File: src/rtl/ov7670_pkg.sv
// Shared types and helpers for the OV7670 capture front end.
package ov7670_pkg;

    // Capture FSM states.
    typedef enum logic [1:0] {
        ST_WAIT_VS    = 2'd0,  // wait for vsync high
        ST_WAIT_FRAME = 2'd1,  // wait for vsync falling edge
        ST_CAPTURE    = 2'd2,  // frame is being written
        ST_SKIP       = 2'd3   // frame is frozen, nothing written
    } state_t;

    // RGB565 field widths.
    localparam int RGB565_R_W = 5;
    localparam int RGB565_G_W = 6;
    localparam int RGB565_B_W = 5;

    typedef struct packed {
        logic [RGB565_R_W-1:0] r;
        logic [RGB565_G_W-1:0] g;
        logic [RGB565_B_W-1:0] b;
    } rgb565_t;

    // Reduce an RGB565 pixel to the frame-buffer format, right-aligned in 16 bits.
    function automatic logic [15:0] rgb565_to_pix(input logic [15:0] pix, input int pix_w);
        rgb565_t c;
        c = rgb565_t'(pix);
        case (pix_w)
            8:       return {8'h00, c.r[4:2], c.g[5:3], c.b[4:3]};
            12:      return {4'h0, c.r[4:1], c.g[5:2], c.b[4:1]};
            default: return pix;
        endcase
    endfunction

    // Pixels written per frame for a given log2 decimation factor.
    function automatic int unsigned exp_pixels(input int h_res, input int v_res, input logic [1:0] k);
        return int'(h_res >> k) * int'(v_res >> k);
    endfunction

endpackage

File: src/rtl/ov7670_byte_pair.sv
// Pairs OV7670 bytes into RGB565 pixels: high byte first, low byte completes
// the pixel. pix_valid and line_end are combinational on the current inputs so
// the top can register its write in the same edge that samples the low byte.
module ov7670_byte_pair (
    input  logic        pclk,
    input  logic        rst_n,
    input  logic        href,
    input  logic [7:0]  din,
    output logic        pix_valid,
    output logic [15:0] pix,
    output logic        line_end
);

    logic       have_hi;
    logic [7:0] hi_byte;
    logic       href_q;

    // Track byte phase; a dangling high byte is dropped when href falls.
    always_ff @(posedge pclk or negedge rst_n) begin
        if (!rst_n) begin
            have_hi <= 1'b0;
            hi_byte <= 8'h00;
            href_q  <= 1'b0;
        end else begin
            // NOTE: sequential state uses non-blocking assignments so every
            // register samples pre-edge values regardless of statement order.
            href_q <= href;
            if (!href) begin
                have_hi <= 1'b0;
            end else if (have_hi) begin
                have_hi <= 1'b0;
            end else begin
                have_hi <= 1'b1;
                hi_byte <= din;
            end
        end
    end

    assign pix_valid = href & have_hi;
    assign pix       = {hi_byte, din};
    assign line_end  = href_q & ~href;

endmodule

File: src/rtl/ov7670_frame_writer.sv
// OV7670 capture front end: frame FSM, decimation, address generation,
// pixel conversion and per-frame status for frame-buffer port A.
module ov7670_frame_writer
    import ov7670_pkg::*;
#(
    parameter int H_RES  = 640,
    parameter int V_RES  = 480,
    parameter int ADDR_W = 19,
    parameter int PIX_W  = 12
) (
    input  logic              pclk,
    input  logic              rst_n,
    input  logic              vsync,
    input  logic              href,
    input  logic [7:0]        din,
    input  logic [1:0]        decim,
    input  logic              freeze,
    output logic              wr_en,
    output logic [ADDR_W-1:0] wr_addr,
    output logic [PIX_W-1:0]  wr_data,
    output logic              frame_done,
    output logic [7:0]        frame_cnt,
    output logic              ovf,
    output logic              short_frame
);

    state_t          state;
    logic [1:0]      k;          // frame-stable decimation
    logic [1:0]      k_in;       // decim with 3 folded onto 2
    logic [1:0]      k_mask;
    logic [1:0]      x_cnt;      // only the low bits matter for decimation
    logic [1:0]      y_cnt;
    logic [ADDR_W:0] n_exp;      // pixels expected this frame
    logic [ADDR_W:0] addr_last;
    logic [ADDR_W:0] wr_cnt;     // pixels written this frame
    logic            pix_valid;
    logic [15:0]     pix;
    logic            line_end;
    logic            kept;
    logic            at_limit;
    logic            do_write;
    logic            do_drop;
    logic            frame_start;
    logic            frame_end;

    ov7670_byte_pair u_byte_pair (
        .pclk      (pclk),
        .rst_n     (rst_n),
        .href      (href),
        .din       (din),
        .pix_valid (pix_valid),
        .pix       (pix),
        .line_end  (line_end)
    );

    assign k_in = (decim == 2'd3) ? 2'd2 : decim;

    // Decimation mask from the latched factor.
    always_comb begin
        // NOTE: default first so every path assigns and no latch is inferred.
        k_mask = 2'b00;
        case (k)
            2'd0:    k_mask = 2'b00;
            2'd1:    k_mask = 2'b01;
            default: k_mask = 2'b11;
        endcase
    end

    assign kept        = ((x_cnt & k_mask) == 2'b00) && ((y_cnt & k_mask) == 2'b00);
    assign at_limit    = (wr_cnt == n_exp);
    assign addr_last   = n_exp - (ADDR_W+1)'(1);
    assign do_write    = (state == ST_CAPTURE) && pix_valid && kept && !at_limit;
    assign do_drop     = (state == ST_CAPTURE) && pix_valid && kept && at_limit;
    assign frame_start = (state == ST_WAIT_FRAME) && !vsync;
    assign frame_end   = (state == ST_CAPTURE) && vsync;

    // Frame FSM and frame-stable settings.
    always_ff @(posedge pclk or negedge rst_n) begin
        if (!rst_n) begin
            state <= ST_WAIT_VS;
            k     <= 2'd0;
            n_exp <= '0;
        end else begin
            case (state)
                ST_WAIT_VS: begin
                    if (vsync) state <= ST_WAIT_FRAME;
                end
                ST_WAIT_FRAME: begin
                    if (!vsync) begin
                        state <= freeze ? ST_SKIP : ST_CAPTURE;
                        k     <= k_in;
                        n_exp <= (ADDR_W+1)'(exp_pixels(H_RES, V_RES, k_in));
                    end
                end
                default: begin
                    if (vsync) state <= ST_WAIT_FRAME;
                end
            endcase
        end
    end

    // Pixel position within the frame (modulo 4).
    always_ff @(posedge pclk or negedge rst_n) begin
        if (!rst_n) begin
            x_cnt <= 2'd0;
            y_cnt <= 2'd0;
        end else if (frame_start) begin
            x_cnt <= 2'd0;
            y_cnt <= 2'd0;
        end else if (pix_valid) begin
            x_cnt <= x_cnt + 2'd1;
        end else if (line_end) begin
            x_cnt <= 2'd0;
            y_cnt <= y_cnt + 2'd1;
        end
    end

    // Write port: one-cycle strobe, address advances after each write and holds at N-1.
    always_ff @(posedge pclk or negedge rst_n) begin
        if (!rst_n) begin
            wr_en   <= 1'b0;
            wr_addr <= '0;
            wr_data <= '0;
            wr_cnt  <= '0;
        end else begin
            wr_en <= do_write;
            if (do_write) wr_data <= PIX_W'(rgb565_to_pix(pix, PIX_W));
            if (frame_start) begin
                wr_addr <= '0;
                wr_cnt  <= '0;
            end else begin
                if (wr_en && ({1'b0, wr_addr} != addr_last)) wr_addr <= wr_addr + 1'b1;
                if (do_write) wr_cnt <= wr_cnt + 1'b1;
            end
        end
    end

    // Frame status: completion pulse, counter and sticky per-frame flags.
    always_ff @(posedge pclk or negedge rst_n) begin
        if (!rst_n) begin
            frame_done  <= 1'b0;
            frame_cnt   <= 8'd0;
            ovf         <= 1'b0;
            short_frame <= 1'b0;
        end else begin
            frame_done <= frame_end;
            if (frame_end) frame_cnt <= frame_cnt + 8'd1;
            if (frame_start) begin
                ovf         <= 1'b0;
                short_frame <= 1'b0;
            end else begin
                if (do_drop) ovf <= 1'b1;
                if (frame_end && ((wr_cnt + (ADDR_W+1)'(do_write)) < n_exp)) short_frame <= 1'b1;
            end
        end
    end

endmodule

File: config.mk
export PLATFORM = sky130hd
export DESIGN_NAME = ov7670_frame_writer
export DESIGN_NICKNAME = d
export VERILOG_FILES = /design/src/rtl/ov7670_pkg.sv /design/src/rtl/ov7670_byte_pair.sv /design/src/rtl/ov7670_frame_writer.sv
export SDC_FILE = /design/constraint.sdc
export NUM_CORES = 1
export LEC_CHECK = 0
export CELL_PAD_IN_SITES_DETAIL_PLACEMENT = 1
export CELL_PAD_IN_SITES_GLOBAL_PLACEMENT = 1
export CORE_ASPECT_RATIO = 1.25
export CORE_MARGIN = 5
export CORE_UTILIZATION = 40
export DETAILED_ROUTE_END_ITERATION = 10
export PLACE_DENSITY = 0.82
export SLEW_MARGIN = 20
export SYNTH_ARGS = -nofsm -noshare
export SYNTH_HDL_FRONTEND = slang
export SYNTH_SLANG_ARGS = --single-unit
File: constraint.sdc
create_clock -name pclk -period 3.8 [get_ports pclk]
set_input_delay 0.76 -clock pclk [delete_from_list [all_inputs] [get_ports pclk]]
set_output_delay 0.76 -clock pclk [all_outputs]
set_load 0.02 [all_outputs]
* After elaboration in Yosys (flattened, before gate mapping) *
Cells that the tools add are included.

storage, ports and cells
  register bits = 101
  bits of input ports = 15
  output and inout port bits = 43
  word-level logic and storage cells = 89

operators by class
  add/sub/neg operators = 7
  multiply operators = 1
  magnitude comparators = 1
  equality and inequality tests = 8
  shift-type cells = 2
  mux-type cells = 22
  bitwise operators = 7
  reduce and logical (&&, ||, !) cells = 25

operators with widths
  operator                                             count
  2-to-1 mux 20 bit                                    2
  2-to-1 mux 19 bit                                    2
  multiplier 32 x 32 -> 20 bit                         1
  right shift 10 x 2 -> 32 bit, first input constant   1
  right shift 9 x 2 -> 32 bit, first input constant    1
  adder 20 x 1 -> 20 bit                               1
  adder 20 x 1 -> 20 bit, second input constant        1
  equality test 20 bit                                 1
  less-than comparator 20 bit                          1
  2-to-1 mux 2 bit                                     10
  inequality test 19 x 20 -> 1 bit                     1
  subtractor 20 x 1 -> 20 bit, second input constant   1
  adder 19 x 1 -> 19 bit, second input constant        1
  nonzero test 2 bit                                   6
  logical AND 1 bit                                    9
  adder 8 x 1 -> 8 bit, second input constant          1
  AND reduction 2 bit                                  4
  2-to-1 mux 1 bit                                     7
  logical NOT 2 bit                                    3
  adder 2 x 1 -> 2 bit, second input constant          2
  AND 2 bit                                            2
  equality test 2 x 1 -> 1 bit, second input constant  2
  equality test 2 bit, second input constant           2
  case mux 2 bit (2 select lines)                      1
  6 further kinds                                      10

* Depth between registers and ports, before layout *
  depth after elaboration = 12
  mapped depth = 15
  depth with buffers taken out = 15

* By module *
Synthesis repeated with hierarchy kept, for this count alone.

unflattened totals
  cells, all modules = 561
  area total of the unflattened synthesis = 5541.6 um^2

by module, submodules not included
  module               times used  cells each  area each (um^2)  seq. area each (um^2)
  ov7670_frame_writer  1           531         5061.1            2001.9
  ov7670_byte_pair     1           30          480.5             250.2

* Worst setup path after synthesis *
Ideal clock, no wire load.

  kind = in2reg
  start point = input port href
  end point = register short_frame
  library setup time = 0.094 ns
  data arrival time = 3.012 ns
  data required time = 3.706 ns
  slack = 0.694 ns
  stages on the path = 12
  path buffers = 1
  path through = and4_1 o21ai_0 nor3_1 clkbuf_1 nand2_1 xnor2_1 ha_1 a21o_1 a21o_1 a221oi_1 o21ai_0 a211oi_1

between the ends
  longest elaborated chain between the ends = 8

ends and longest elaborated chain
  item                            line                        source
  from (decl)                     ov7670_frame_writer.sv:14   input logic href,
  AND 1 bit                       ov7670_byte_pair.sv:39      assign pix_valid = href & have_hi;
  logical AND 1 bit (3 in a row)  ov7670_frame_writer.sv:72   assign do_write = (state == ST_CAPTURE) && pix_valid && kept && !at_limit;
  adder 20 x 1 -> 20 bit          ov7670_frame_writer.sv:153  if (frame_end && ((wr_cnt + (ADDR_W+1)'(do_write)) < n_exp)) short_frame <= 1'b1;
  less-than comparator 20 bit     ov7670_frame_writer.sv:153
  logical AND 1 bit               ov7670_frame_writer.sv:153
  nonzero test 2 bit (no line)    -
  to (signal assigned)            ov7670_frame_writer.sv:144  short_frame <= 1'b0;
  to (signal assigned)            ov7670_frame_writer.sv:150  short_frame <= 1'b0;
  to (signal assigned)            ov7670_frame_writer.sv:153
  to (decl)                       ov7670_frame_writer.sv:24   output logic short_frame

No other way between the ends.
A chain may end at the register's enable or synchronous reset.

* Final worst setup path *
Same ends and word-level chain as after synthesis.

==> results.md <==
- Run status: completed
- CP Data Required Time: 4.05 ns
- Synthesized instance count: about 530
- Vias in the first global route: between 4,000 and 5,000
- First-pass GRT wire length: ~23 mm
- Grt total ovfl: 0
- Final hold violations: 0
- CTS tree: done
- Slew Viols, Final: 0
- Yosys reg bits: 88
- Initial DRC Count: around 170
- Fmax: between 0.2 and 0.3 GHz
- Min-delay worst type: flop to flop
- Area delta synth->final: 20.20%
- Clock Sinks: between 80 and 90
- DRC: 0
- GPL Wtd Cong: around 0.86
- Ys async rst share: 1.000
- Cell Area, Synth: between 5000 and 6000 um2
- Met3 Track Usage GR: 0.04069
- Die width: between 100 and 150 um
- Die area: roughly 15,000 um2
- Setup WS post-layout: 0.2604 ns
- Overall global routing resource usage: 0.1851
- Port bufs: 57
- P per Cell Area: between 500 and 600 nW/um2
- CP max stage delay: 0.61 ns
- # setup viols final: 0
- Final net count: between 600 and 700
- Setup WS pre-CTS: approximately 0.024 ns
- Post-synth cell types: 50
- Leak: approximately 0.0027 uW
- Vias: between 4,000 and 5,000
- Worst vdd ir: roughly 0.35 mV
- Worst setup EP type: flop
- Synth area leader: dfrtp_1
- Slew HR: 0.4571
- Clock slew at reported path FFs: ~0.06 ns
- Cells along the critical path: clkdlybuf4s50_1 -> and4_1 -> o21ai_0 -> nor4_1 -> and2_1 -> xor2_1 -> ha_1 -> o21a_1 -> o21a_1 -> o21ai_0 -> nand2b_1 -> a21oi_1 -> o21ai_0 -> a211oi_1
- Die H: 136.7 um
- Clk buf depth: 2
- Sequential area share after synthesis: 0.4290
- Largest net degree at the start of global routing: 89
- HP Start: frame_cnt[7]$_DFFE_PN0P_
- Starting Density: 0.4054
- Worst Max-Slew Pin Slew: between 0.8 and 0.9 ns
- Number of flops mapped to enable cells by yosys: 0
- Clk_skew: roughly 0.0094 ns
- Hold path cells: 1
- Post-Syn Area per Cell: ~10 um2
- Post-CTS setup buffer count: 0
- Skew-Pair Late Insertion Delay: approximately 0.34 ns
- Wire per inst: 17.94 um
- Setup TNS: 0 ns
- Top FF cell, synth: dfrtp_1
- Vias/cell: roughly 5.5
- R2R Setup Slk: between 0.4 and 0.5 ns
- Most frequent CP cell: o21ai_0
- Crit share post-route: 0.9315
- H-tree Lvls: 3
- CTS root buf: clkbuf_16
- Max capacitance violation total: 0
- Path type of the worst setup path: input pin to flop
- Critical R2R Capture: short_frame$_DFFE_PN0P_
- CP Launch Type: input pin
- Most numerous cell in the Yosys netlist: dfrtp_1
- Site Rows: 46
- DR pass1 iterations: 4
- Core area: approximately 13,000 um2
- Post-synth top area share: 0.4290
- Hold endpoint: frame_cnt[7]$_DFFE_PN0P_
- FILL cells: between 1,000 and 1,500
- Worst r2r src: wr_cnt[2]$_DFFE_PN0P_
- Global routing met1 resource utilization: 0.2136
- Antenna violations before repair: 0
- TritonCTS buffer count: 9
- Crit-path slowest cell: clkdlybuf4s50_1
- Ant diodes: 0
- CP Max Fanout: 8
- Routed WL: roughly 13 mm
- Crit path DAT: around 3.8 ns
- Resized cells post-CTS: 0
- CTS Hold Bufs: 0
- Yosys warns: 0
- Most instantiated cells after synthesis: 88 x dfrtp_1, 42 x nor2_1, 36 x nand2_1
- RSZ-0062 raised after global routing: no
- Fin util: 0.4874
- Global routing's busiest layer: met2
- Share of cells above drive strength 1: 0.08778
- Antenna-violating nets left: 0
- Post-DP HPWL: 9.580 mm
- R2R depth: 12
- I/O pins: 58
- Ranking of synthesized cells by area: dfrtp_1 43%, ha_1 6.6%, xnor2_1 5.5%
- Met2 Resource Use GR: 0.3434
- Final min period: 3.540 ns
==> layout by cell type, fill, tap and decap left out, types with 5 or more instances in the layout <==
cell type,count
o21ai_0,18
nor3_1,15
nand4_1,13
clkdlybuf4s50_1,56
xor2_1,31
and4_1,6
or4_1,5
nor2_1,41
mux2_2,22
clkbuf_16,9
nand3_1,25
buf_4,8
nor2b_1,16
ha_1,26
xnor2_1,32
or3_1,5
nor4_1,8
and3_1,13
nand2_1,36
a21oi_1,15
and2_1,7
inv_1,26
dfrtp_1,88
==> cells by family (layout without fill, tap and decap cells) <==
logic type	Yosys count	count (layout)	share of synthesized area
buffers and inverters	53	106	0.04338
xor gates and xnor gates	63	63	0.1075
AOI/OAI and AO/OA	63	63	0.08311
muxes	25	25	0.05508
other	1	4	0.0007305
and+or+nand+nor	203	203	0.2077
adders and majority gates	29	29	0.07360
DFF	88	88	0.4290
==> where the power goes <==
part	total (uW)	internal (uW)	leakage (uW)	switching [uW]
Combinational	1090	498	0.00139	595
Sequential	1310	1100	0.00117	212
Clock	926	573	0.000143	353
==> cell type report <==
type	instances	area, um2	share of cell area
Timing Repair Buffer	65	631.9	0.1024
Multi-Input combinational cell	387	2725	0.4416
Clock inverter	3	67.56	0.01095
Tap cell	168	210.2	0.03406
Sequential cell	88	2202	0.3569
Inverter	26	97.59	0.01582
Clock buffer	12	236.5	0.03832
==> metal layers <==
| metal | up-vias | routed length, um |
|---|---|---|
| li1 | 1918 | - |
| met1 | 2141 | 5579 |
| met2 | 66 | 7259 |
| met3 | 14 | 426 |
| met4 | 0 | 172 |
| met5 | - | 0 |
==> flip-flops by register name, summed over array words and instances (netlist names), 2 cells and up <==
name	flops
x_cnt	2
wr_cnt	20
frame_cnt	8
wr_addr	19
state	2
n_exp	9
u_byte_pair.hi_byte	7
wr_data	12
y_cnt	2
==> worst max-delay path: cells and delay by family <==
kind / cells / cell delay (ns)
buffers and inverters: 1 / 0.61
AOI/OAI and AO/OA: 7 / 1.03
and+or+nand+nor: 4 / 0.87
adders and majority gates: 1 / 0.28
xor gates and xnor gates: 1 / 0.22
==> how the worst max path moves through the flow <==
stage                                         end  from  slack (ns)
after floorplan           short_frame$_DFFE_PN0P_  href        0.69
after global placement    short_frame$_DFFE_PN0P_  href        0.14
after detailed placement  short_frame$_DFFE_PN0P_  href        0.02
after CTS                 short_frame$_DFFE_PN0P_  href        0.27
after global routing      short_frame$_DFFE_PN0P_  href        0.07
final                     short_frame$_DFFE_PN0P_  href        0.26
==> per-stage QoR <==
step	cells	total power [uW]	hold slack (ns)	area, um2
2_1_floorplan	528	2002	0.4644	5145
3_3_place_gp	734	2341	0.4634	5863
3_5_place_dp	734	2414	0.4815	5863
4_1_cts	749	3363	0.4908	6167
5_1_grt	749	3531	0.5043	6171
6_report	749	3329	0.4766	6171
(Power assumes the default switching activity.)
==> edit 1: new RTL, same settings <==
Re-encode `state_t` (4 states) as one-hot, 4 bits wide.
--- a/src/rtl/ov7670_pkg.sv
+++ b/src/rtl/ov7670_pkg.sv
@@ -3,9 +3,9 @@
 
     // Capture FSM states.
-    typedef enum logic [1:0] {
-        ST_WAIT_VS    = 2'd0,  // wait for vsync high
-        ST_WAIT_FRAME = 2'd1,  // wait for vsync falling edge
-        ST_CAPTURE    = 2'd2,  // frame is being written
-        ST_SKIP       = 2'd3   // frame is frozen, nothing written
+    typedef enum logic [3:0] {
+        ST_WAIT_VS    = 4'b0001,  // wait for vsync high
+        ST_WAIT_FRAME = 4'b0010,  // wait for vsync falling edge
+        ST_CAPTURE    = 4'b0100,  // frame is being written
+        ST_SKIP       = 4'b1000   // frame is frozen, nothing written
     } state_t;
 
Behaviour: same outputs for any inputs over 10 cycles, from zero or initial values and one cycle with rst_n low; not proved beyond that.
==> edit 1 against the original RTL <==
Design area increased by 4.1%. Synthesized cell count decreased by 1.1%. Via count increased by 1.3%. Area after synthesis increased by 2.0%. Sequential cell count increased by 2. Die area increased by 1.8%. Total power decreased by 0.85%. First-iteration DRC count increased by 41%. Clock skew decreased by 0.0013 ns. Worst setup slack got worse by 0.16 ns. Routed wire length increased by 2.6%. Critical endpoint unchanged. Largest power group unchanged. Highest routed layer unchanged.
==> edit 1: results (changes against the original RTL) <==
vias in the first global route: 4672 (+2.3%)
post-route worst setup slack: 0.0967 ns (-0.164 ns)
Sequential Area: 0.00225 mm² (+2.3%)
crit path max fanout: 4 (-4)
GRT Util Overall: 0.185 (-0.000566)
Largest stage delay, worst path: 0.54 ns (-0.07 ns)
Worst-Margin Slew: 0.814 ns (-0.0000452 ns)
Post-Route M1 WL: 5460 µm (-2.2%)
WL final: 13800 µm (+2.6%)
commonest cells in the synthesized netlist: dfrtp_1, nor2_1, xnor2_1
leakage: 2.90 nW (+7.3%)
Gate Count Post-Synth: 519 (-1.1%)
Critical Path Start: wr_cnt[1]
dpl cell area: 0.00603 mm² (+2.9%)
DP HPWL: 9940 µm (+3.7%)
GR Util met3: 0.0419 (+0.00121)
synth top area cells: dfrtp_1, ha_1, mux2_1
Clock Skews: 0.00813 ns (-0.00131 ns)
GP Congestion: 0.859 (-0.38%)
met2 Use GR: 0.348 (+0.00452)
# clk buffers: 11 (-1)
Hold WC Path Type: input port to async pin
Synth Register Bits: 90 (+2.3%)
# placed instances: 740 (+0.82%)
Seq/Total Area, Yosys: 0.430 (+0.00139)
cts repair resizes: 3 (+3)
Final #Nets: 630 (+1.4%)
filler cell count in the final layout: 1423 (-1.5%)
average cell area after synthesis: 10.1 µm² (+3.2%)
Met3 Routed Length: 600 µm (+41%)
drt first pass iters: 4 (unchanged)
slowest CP cell: or4_4
met2 WL post-DR: 7270 µm (about the same)
Inverters, non-clock: 24 (-7.7%)
Synth cell types: 56 (+12%)
Worst Reg2Reg Path Length in Cells: 15 (+3)
arrival time worst endpoint: 3.99 ns (+0.20 ns)
global-route wire length before repair: 22800 µm (about the same)
DR WL/cell: 18.2 µm (+1.2%)
CTS clk-pin slew, worst paths: 0.06 ns (about the same)
outcome: finished, final reports clean
Iteration-0 DRC Markers: 233 (+41%)
layout cells sized above 1: 0.108 (+0.0205)
largest net degree at the start of global routing: 63 (-29%)
GR Util met1: 0.197 (-0.0163)
multi-input gates: 386 (-0.26%)
multi-input logic area: 0.00287 mm² (+5.5%)
Clock buf/inv share: 0.0452 (-0.00406)
post-route cell area: 0.00642 mm² (+4.1%)
Data buffer area share: 0.110 (+0.00712)
worst slack at placement: -0.232 ns (-0.256 ns)
Via density: 5.52 (about the same)
Non-CTS buffers: 75 (+15%)
VDD IR-drop max: 327 µV (-5.4%)
critical path's top delay family: simple AND/OR/NAND/NOR gates
Port Buf Inserts: 57 (unchanged)
edit 1: cell families after synthesis:
logic type,after synthesis,share of synthesized area
multiplexers,37,0.0793
flip-flops,90,0.430
other,1,0.000716
AND/OR/NAND/NOR,210,0.226
adder cells (fa/ha/maj),29,0.0722
buffers and inverters,46,0.0392
XOR/XNOR,54,0.0903
AO/OA/AOI/OAI,52,0.0619
edit 1: worst min path at each step:
stage          slack [ns]            to          from
2_1_floorplan        0.45      state[2]      state[2]
3_3_place_gp         0.46  frame_cnt[7]  frame_cnt[7]
3_5_place_dp         0.47  frame_cnt[7]  frame_cnt[7]
4_1_cts              0.46   wr_addr[10]         rst_n
5_1_grt              0.48    wr_addr[7]         rst_n
6_report             0.43    wr_addr[7]         rst_n
edit 1: report_power, final:
group          total [mW]  switching (mW)  internal [mW]
combinational        1.14           0.623          0.520
sequential           1.27           0.160           1.11
clock               0.883           0.374          0.509
total                3.30            1.16           2.14
==> edit 2: new RTL, config.mk and constraints unchanged <==
Without the edit above. Change the parameter `ADDR_W` from 19 to 38.
--- a/src/rtl/ov7670_frame_writer.sv
+++ b/src/rtl/ov7670_frame_writer.sv
@@ -6,5 +6,5 @@
     parameter int H_RES  = 640,
     parameter int V_RES  = 480,
-    parameter int ADDR_W = 19,
+    parameter int ADDR_W = 38,
     parameter int PIX_W  = 12
 ) (
Ports: changed (resized wr_addr); port bits go from 58 to 77. The function was not compared with the original's and may differ.
==> edit 2 against the original RTL <==
Worst setup slack got worse by 0.14 ns. Routed wire length rose by 76%. Sequential cell count rose by 39. Sequential power rose by 31%. Area after synthesis rose by 50%. Total power rose by 53%. Clock power rose by 100%. Utilization rose by 1.7 points. Design area rose by 54%. Final cell count rose by 55%. Combinational power rose by 39%.
==> edit 2: results (changes against the original RTL) <==
Hold WC Path Type: input port to async pin
CTS Buf Count: 17 (+8)
global-route wire length before repair: 39000 µm (+71%)
VDD IR-drop max: 340 µV (-1.6%)
largest net degree at the start of global routing: 76 (-15%)
Synth cell types: 73 (+46%)
Clock H-tree levels: 4 (+1)
layout cells sized above 1: 0.110 (+0.0223)
vias in the first global route: 7341 (+61%)
Clock Latency Late Sink: 0.43 ns (+0.09 ns)
Layout area overhead: 23.2%
leakage: 4.06 nW (+50%)
outcome: finished, final reports clean
Post-Route M1 WL: 9780 µm (+75%)
synth top area cells: dfrtp_1, xnor2_1, ha_1
Largest regs: wr_cnt x39, wr_addr x38, wr_data x12
filler cell count in the final layout: 2152 (+49%)
arrival time worst endpoint: 4.03 ns (+0.24 ns)
crit path max fanout: 12 (+4)
net switching power: 1.76 mW (+52%)
clk root buf: clkbuf_16
CTS clk-pin slew, worst paths: 0.06 ns (about the same)
average cell area after synthesis: 9.37 µm² (-4.2%)
Final #Nets: 961 (+55%)
DR WL/cell: 20.4 µm (+14%)
GP Congestion: 0.871 (+1.1%)
met2 WL post-DR: 12600 µm (+73%)
DP HPWL: 17000 µm (+77%)
Met3 Routed Length: 726 µm (+70%)
drt first pass iters: 6 (+2)
GRT Util Overall: 0.221 (+0.0363)
Iteration-0 DRC Markers: 476 (+190%)
Seq/Total Area, Yosys: 0.412 (-0.0172)
Worst-Margin Slew: 0.774 ns (-0.0401 ns)
dpl cell area: 0.00882 mm² (+51%)
Via density: 5.81 (+5.1%)
# placed instances: 1128 (+54%)
commonest cells in the synthesized netlist: dfrtp_1, nor2_1, nand2_1
-- edit 2: worst paths after layout --
check	start	to	slack [ns]	cells after the start
worst max-delay path	wr_cnt[1]	short_frame	0.12	18
min in group pclk	frame_cnt[7]	frame_cnt[7]	0.47	1
worst min-delay path	rst_n	wr_cnt[16]	0.35	1
max in group asynchronous	rst_n	n_exp[14]	2.68	2
worst max register to register	wr_cnt[1]	short_frame	0.12	18
worst min register to register	frame_cnt[7]	frame_cnt[7]	0.47	1
-- edit 2: cell type report --
type | instances | share of cell area
clock inverter | 14 | 0.0242
timing repair buffer | 104 | 0.104
tap | 232 | 0.0305
inverter | 30 | 0.0118
multi-input combinational | 635 | 0.451
sequential | 127 | 0.334
clock buffer | 17 | 0.0447
-- edit 2: per-layer routing --
metal | vias to the layer above | global-route usage
li1 | 3089 | -
met1 | 3427 | 0.259
met2 | 170 | 0.400
met3 | 47 | 0.0400
met4 | 0 | 0.0917
met5 | - | 0
-- edit 2: cell families (layout without fill, tap and decap cells) --
family                   Yosys count  in the layout  share of synthesized area
multiplexers                      33             33                     0.0480
other                              2              9                   0.000973
AO/OA/AOI/OAI                    108            108                     0.0927
buffers and inverters             69            165                     0.0420
adder cells (fa/ha/maj)           31             31                     0.0522
AND/OR/NAND/NOR                  366            366                      0.251
flip-flops                       127            127                      0.412
XOR/XNOR                          88             88                      0.102
-- edit 2: power by group through the flow --
stage	logic (mW)	registers, mW	clock network (mW)
final	1.52	1.72	1.85
after global routing	1.65	1.74	1.95
after CTS	1.51	1.72	1.88
after detailed placement	1.48	1.74	0
after global placement	1.41	1.72	0
after floorplan	0.902	1.73	0
-- edit 2: worst max-delay path, cell delays in order (launching register included) --
cell and delay, ns:
dfrtp_1 0.40, inv_1 0.11, ha_1 0.17, nor4b_2 0.22
nand4_1 0.20, nor4_4 0.35, a21oi_1 0.12, buf_4 0.21
and2_1 0.17, buf_4 0.15, xor2_1 0.14, ha_1 0.31
a21o_1 0.16, a21o_1 0.17, a21oi_1 0.18, o31ai_1 0.14
nand2_1 0.11, o2111ai_1 0.11, o2bb2ai_1 0.17
-- edit 2: repair_timing --
action | 4_1_cts | 5_1_grt
gates cloned | 0 | 0
gates resized for setup | 1 | 4
hold endpoints to repair | 0 | 0
pin swaps | 0 | 1
endpoints found under the setup margin | 1 | 1
setup buffers | 0 | 0
-- edit 2: per-stage QoR --
| stage | total power [mW] | setup slack, ns |
|---|---|---|
| finish | 5.09 | 0.119 |
| global route | 5.33 | -0.0882 |
| global placement | 3.13 | 0.186 |
| detailed placement | 3.22 | 0.00149 |
| CTS | 5.10 | 0.0570 |
| floorplan | 2.63 | 0.572 |
